### config.mk
export PLATFORM = sky130hd
export DESIGN_NAME = serial_subtractor_flat
export DESIGN_NICKNAME = d
export VERILOG_FILES = /design/src/rtl/serial_subtractor_if.sv /design/src/rtl/serial_subtractor.sv /design/src/flat_wrapper.sv
export SDC_FILE = /design/constraint.sdc
export NUM_CORES = 1
export LEC_CHECK = 0
export ABC_AREA = 0
export BUFFER_PORTS_ARGS = -buffer_cell sky130_fd_sc_hd__buf_2
export CORE_MARGIN = 1
export CORE_UTILIZATION = 55
export CTS_CLUSTER_SIZE = 24
export DETAILED_ROUTE_END_ITERATION = 12
export HOLD_SLACK_MARGIN = 0.1
export PLACE_DENSITY = 0.9
export SYNTH_ARGS = -nofsm -noshare
export SYNTH_HDL_FRONTEND = slang
export SYNTH_SLANG_ARGS = --single-unit
### constraint.sdc
create_clock -name clk -period 2.7 [get_ports clk]
set_clock_uncertainty 0.05 [all_clocks]
set_input_delay 0.135 -clock clk [delete_from_list [all_inputs] [get_ports clk]]
set_output_delay 0.135 -clock clk [all_outputs]
set_load 0.01 [all_outputs]
### src/rtl/serial_subtractor_if.sv
`default_nettype none
// +----------------------------------------------------------------------+
// | serial_subtractor_if : start/busy/done operand and result bundle     |
// | Revision 1.0 - initial release                                       |
// +----------------------------------------------------------------------+
interface serial_subtractor_if #(
  parameter int WIDTH = 8
);
  logic             start;
  logic [WIDTH-1:0] a;
  logic [WIDTH-1:0] b;
  logic             busy;
  logic             done;
  logic [WIDTH-1:0] diff;
  logic             borrow;

  modport master (
    output start, a, b,
    input  busy, done, diff, borrow
  );

  modport slave (
    input  start, a, b,
    output busy, done, diff, borrow
  );
endinterface
`default_nettype wire

### src/rtl/serial_subtractor.sv
`default_nettype none
// +----------------------------------------------------------------------+
// | serial_subtractor : bit-serial unsigned a - b, LSB first, one bit/clk |
// | Revision 1.0 - initial release                                       |
// +----------------------------------------------------------------------+
module serial_subtractor #(
  parameter int WIDTH = 8
) (
  input  wire logic           clk,
  input  wire logic           rst_n,
  serial_subtractor_if.slave  bus
);
  localparam int                 c_CNT_W = $clog2(WIDTH);
  localparam logic [c_CNT_W-1:0] c_LAST  = c_CNT_W'(WIDTH - 1);

  typedef enum logic [0:0] {
    ST_IDLE = 1'b0,
    ST_RUN  = 1'b1
  } state_t;

  state_t             r_state;
  logic [WIDTH-1:0]   r_sa;
  logic [WIDTH-1:0]   r_sb;
  logic [WIDTH-1:0]   r_acc;
  logic [WIDTH-1:0]   r_diff;
  logic [c_CNT_W-1:0] r_cnt;
  logic               r_br;
  logic               r_borrow;
  logic               r_busy;
  logic               r_done;

  logic               w_d;
  logic               w_br_next;
  logic [WIDTH-1:0]   w_acc_next;

  assign w_d        = r_sa[0] ^ r_sb[0] ^ r_br;
  assign w_br_next  = (~r_sa[0] & r_sb[0]) | (~(r_sa[0] ^ r_sb[0]) & r_br);
  // Each new bit enters at the MSB, so after WIDTH shifts bit 0 holds the first result bit.
  assign w_acc_next = {w_d, r_acc[WIDTH-1:1]};

  always_ff @(posedge clk) begin
    if (!rst_n) begin
      r_state  <= ST_IDLE;
      r_sa     <= '0;
      r_sb     <= '0;
      r_acc    <= '0;
      r_diff   <= '0;
      r_cnt    <= '0;
      r_br     <= 1'b0;
      r_borrow <= 1'b0;
      r_busy   <= 1'b0;
      r_done   <= 1'b0;
    end else begin
      r_done <= 1'b0;
      case (r_state)
        ST_IDLE: begin
          if (bus.start) begin
            r_sa    <= bus.a;
            r_sb    <= bus.b;
            r_br    <= 1'b0;
            r_acc   <= '0;
            r_cnt   <= '0;
            r_busy  <= 1'b1;
            r_state <= ST_RUN;
          end
        end
        ST_RUN: begin
          r_sa  <= r_sa >> 1;
          r_sb  <= r_sb >> 1;
          r_br  <= w_br_next;
          r_acc <= w_acc_next;
          r_cnt <= r_cnt + 1'b1;
          if (r_cnt == c_LAST) begin
            r_diff   <= w_acc_next;
            r_borrow <= w_br_next;
            r_done   <= 1'b1;
            r_busy   <= 1'b0;
            r_state  <= ST_IDLE;
          end
        end
        default: r_state <= ST_IDLE;
      endcase
    end
  end

  assign bus.busy   = r_busy;
  assign bus.done   = r_done;
  assign bus.diff   = r_diff;
  assign bus.borrow = r_borrow;
endmodule
`default_nettype wire
### src/flat_wrapper.sv
// flat-port wrapper written by rule: the top's interface ports become plain ports
module serial_subtractor_flat 
#(
  parameter int WIDTH = 8
)
  (clk, rst_n, bus_start, bus_a, bus_b, bus_busy, bus_done, bus_diff, bus_borrow);
  serial_subtractor_if #(.WIDTH(WIDTH)) bus_i ();
  input  wire logic clk;
  input  wire logic rst_n;
  input wire logic [$bits(bus_i.start)-1:0] bus_start;
  input wire logic [$bits(bus_i.a)-1:0] bus_a;
  input wire logic [$bits(bus_i.b)-1:0] bus_b;
  output wire logic [$bits(bus_i.busy)-1:0] bus_busy;
  output wire logic [$bits(bus_i.done)-1:0] bus_done;
  output wire logic [$bits(bus_i.diff)-1:0] bus_diff;
  output wire logic [$bits(bus_i.borrow)-1:0] bus_borrow;
  assign bus_i.start = bus_start;
  assign bus_i.a = bus_a;
  assign bus_i.b = bus_b;
  assign bus_busy = bus_i.busy;
  assign bus_done = bus_i.done;
  assign bus_diff = bus_i.diff;
  assign bus_borrow = bus_i.borrow;
  serial_subtractor #(.WIDTH(WIDTH)) u_core (.clk(clk), .rst_n(rst_n), .bus(bus_i));
endmodule
; ---- After elaboration in Yosys (flattened, before gate mapping)
; Index checks and enable logic that the tools add are counted.
[totals]
register_bits = 40
in_bits = 19
out_inout_bits = 11
wordCells = 42
[classes]
add_sub_neg = 1
eq_ne = 3
mux = 17
n_bitwise = 8
n_reduce_logical = 3
[op_table]
columns = cell, n
row1 = $pmux 8 s2, 3
row2 = $mux 8, 3
row3 = $mux 1, 6
row4 = $pmux 1 s2, 3
row5 = $pmux 3 s2, 1
row6 = $reduce_and 2->1, 3
row7 = $ne 2x2->1 const B, 2
row8 = $add 3x1->3 const B, 1
row9 = $eq 3x3->1 const B, 1
row10 = $mux 3, 1
row11 = $not 1->1, 3
row12 = $and 1x1->1, 2
row13 = $xor 1x1->1, 2
row14 = $or 1x1->1, 1

; ---- Longest topological paths before layout
[logic_depth]
word_depth = 5
mapped_depth = 6
depth_no_buf = 4

; ---- Worst setup path before layout
; No wires, ideal clock.
[synth_path]
path_kind = register to register
startpoint = register u_core.r_cnt[0]
endpoint = register u_core.r_borrow, in the netlist u_core.bus.borrow
setup_ns = 0.091
arrival_ns = 1.256
setup_slack_ns = 1.303
stages_incl_launch_ff = 6
n_path_buf = 2
cell_sequence = dfxtp_1 -> ha_1 -> ha_1 -> buf_2 -> buf_1 -> a311oi_1
[synth_between]
elab_chain_cells = 2
[synth_rtl]
columns = item, line_no
row1 = "start, declared", serial_subtractor.sv:26  ; logic [c_CNT_W-1:0] r_cnt;
row2 = "start signal, assigned", serial_subtractor.sv:72  ; r_cnt <= r_cnt + 1'b1;
row3 = $eq 3x3->1, serial_subtractor.sv:73  ; if (r_cnt == c_LAST) begin
row4 = $reduce_and 2->1 (no source line), -
row5 = "end signal, assigned", serial_subtractor.sv:75  ; r_borrow <= w_br_next;
row6 = "end, declared", serial_subtractor.sv:28  ; logic r_borrow;
; No other way between the ends.
; A chain may end at the register's enable or synchronous reset.

; ---- Final worst setup path
; Same ends and word-level chain as after synthesis.

==> flow_summary.json <==
{
  "status": "completed",
  "critPathTopFamily": "adder cells",
  "ys_types": 23,
  "cp-end-kind": "register",
  "p_per_area_mw_per_mm2": 589,
  "cts_resized": 0,
  "boundaryPins": 30,
  "fillCellCount": 242,
  "rsz0062_at_grt": "false",
  "numPortBuffers": 29,
  "worstPathRequired_ns": 2.91,
  "final.setup.tns_ns": 0,
  "tightestPinTransition_ns": 0.671,
  "synth.largest_area_cell": "dfxtp_1",
  "p_leak_uw": 0.000863,
  "slowest_delay_ns": 0.58,
  "clockBufferDepth": 2,
  "critPathKind": "register to register",
  "fin_util_pct": 68.3,
  "ys_ff_latch": 39,
  "numCtsBuffers": 5,
  "via_count": 1312,
  "place_hpwl_mm": 2.12,
  "period_share_pct": 61.6,
  "max_slew_margin_pct": 55.3,
  "drtIter0Drc": 38,
  "cp_slowest_cell": "ha_1",
  "grt_pass1_wl_mm": 5.56,
  "synth_area_mm2": 0.00177,
  "syn-num-nets": 197,
  "cts_setup_buffers": 0,
  "diodes": 0,
  "design.die.area_mm2": 0.00345,
  "clk_latency_ns": 0.34,
  "ys_seq_area_share_pct": 44.0,
  "worstSetupStartpointType": "register",
  "yosys_warnings": 0,
  "die_y_um": 58.8,
  "slew_violations": 0,
  "clock_sinks": 39,
  "num-nets-final": 229,
  "hold_class": "primary input to register",
  "synth_area_per_cell_um2": 10.2,
  "ctsRootBufferMaster": "clkbuf_4",
  "routabilityCongestion": 0.693,
  "synth_edf_count": 0,
  "multi_input_area_um2": 885,
  "critPathMaxFanout": 19,
  "synth_top_area_share_pct": 44.0,
  "grt_use_total_pct": 22.1,
  "setup_violations": 0,
  "ff_latch_area_um2": 781,
  "clk_pin_slew_ns": 0.12,
  "grt_max_degree": 39,
  "finalCriticalPeriod_ns": 1.66,
  "critPathMostFrequentCell": "ha_1",
  "path_cells": "ha_1 -> ha_1 -> a21oi_1 -> a311oi_1",
  "worst-path-buf-inv": 0,
  "ys.flop_type": "dfxtp_1",
  "arrival_ns": 1.87,
  "wl_per_cell_um": 13.5,
  "area_growth_pct": 17.6,
  "max-cap-violations": 0,
  "viasPerCell": 5.23,
  "drcViolationCount": 0,
  "hold_viol": 0,
  "drive_gt1_share_pct": 28.0,
  "dr.pass1.iters": 4,
  "synth_common_cells": "dfxtp_1 (39), a21oi_1 (21), mux2i_1 (16), nor2b_1 (14), or3b_1 (11)",
  "start_util_pct": 58.1,
  "grt_antenna_before_repair": 0,
  "h-tree-depth": 2,
  "timing.hold.ws_ns": 0.109,
  "postSynthCellCount": 174,
  "wl_mm": 3.39,
  "fp.dieW_um": 58.8,
  "grt_pass1_vias": 1239,
  "cts_tree": "yes",
  "final_antenna_net_count": 0,
  "async_flop_share_pct": 0,
  "synth_area_leaders": "dfxtp_1 (44%), mux2i_1 (9.0%), a211oi_2 (7.1%), a21oi_1 (5.9%), or3b_1 (5.4%)",
  "synth_most_common_cell": "dfxtp_1",
  "ir_worst_vdd_uv": 425,
  "num_rows": 20,
  "max_clock_freq_ghz": 0.602,
  "core_mm2": 0.00305,
  "overflow": 0
}
-- per-stage QoR --
step / instance area [um^2] / total power (uW) / instances / setup WS, ns
floorplan: 1770 / 727 / 174 / 1.30
global placement: 1900 / 749 / 235 / 1.15
detailed placement: 1900 / 754 / 235 / 1.00
CTS: 2080 / 1230 / 251 / 1.02
global route: 2080 / 1280 / 251 / 0.853
finish: 2080 / 1230 / 251 / 1.04
-- final timing paths --
path | endpoint | slack (ns) | from | depth (start not counted)
setup / recovery | u_core.bus.borrow | 1.04 | u_core.r_cnt[0] | 4
hold / removal | u_core.r_sb[0] | 0.11 | bus_b[0] | 3
setup reg to reg | u_core.bus.borrow | 1.04 | u_core.r_cnt[0] | 4
hold reg to reg | u_core.bus.diff[0] | 0.43 | u_core.r_acc[1] | 2
-- per-layer routing --
layer / vias up / track usage [%] / wire, um
met5: - / 0 / 0
met4: 0 / 13.3 / 90
met3: 8 / 5.05 / 100
met2: 26 / 35.9 / 1670
met1: 604 / 26.5 / 1530
li1: 674 / - / -
-- sequential cells by signal (all words and copies together), names as in the netlist, 3 cells and up --
register / count
u_core.r_sa: 8
u_core.r_acc: 7
u_core.bus.diff: 8
u_core.r_cnt: 3
u_core.r_sb: 8
-- kinds of logic (layout without fill, tap and decap cells) --
family / Yosys count / in the layout / synth area share [%]
AO/OA/AOI/OAI: 46 / 46 / 20.7
buffers and inverters: 19 / 52 / 6.07
multiplexers: 16 / 16 / 9.03
flip-flops: 39 / 39 / 44.0
AND/OR/NAND/NOR: 50 / 50 / 16.9
adder cells (fa/ha/maj): 4 / 4 / 3.25
-- report_power, final --
group | switching [uW] | internal [uW] | leakage [uW]
sequential | 14.1 | 601 | 0.000319
clock | 187 | 289 | 0.0000525
combinational | 73.0 | 63.4 | 0.000492
-- tightest hold or removal path: stages --
cell	delay (ns)
buf_2	0.10
mux2i_1	0.15
a211oi_2	0.08
-- final cells by class --
type                            instances  area share, %
Clock buffer                            6           1.98
Clock inverter                          2           2.88
Inverter                                4          0.720
Multi-Input combinational cell        116           42.4
Sequential cell                        39           37.5
Tap cell                               44           2.64
Timing Repair Buffer                   40           11.9
-- what timing repair did --
item,in CTS,in global routing
setup endpoints to repair,0,0
endpoints found under the hold margin,6,0
hold buffers,8,0
-- cells in the final DEF (no fill, tap or decap), types with 5 or more instances in the layout --
| master | instances |
|---|---|
| dfxtp_1 | 39 |
| buf_2 | 29 |
| a21oi_1 | 21 |
| mux2i_1 | 16 |
| nor2b_1 | 14 |
| or3b_1 | 11 |
| a211oi_2 | 10 |
| a21bo_2 | 9 |
| nand2_1 | 9 |
| nand3_1 | 8 |
| dlygate4sd3_1 | 8 |
| a211oi_1 | 5 |
| clkbuf_4 | 5 |
Note: power is estimated with default switching activity, not from simulation.
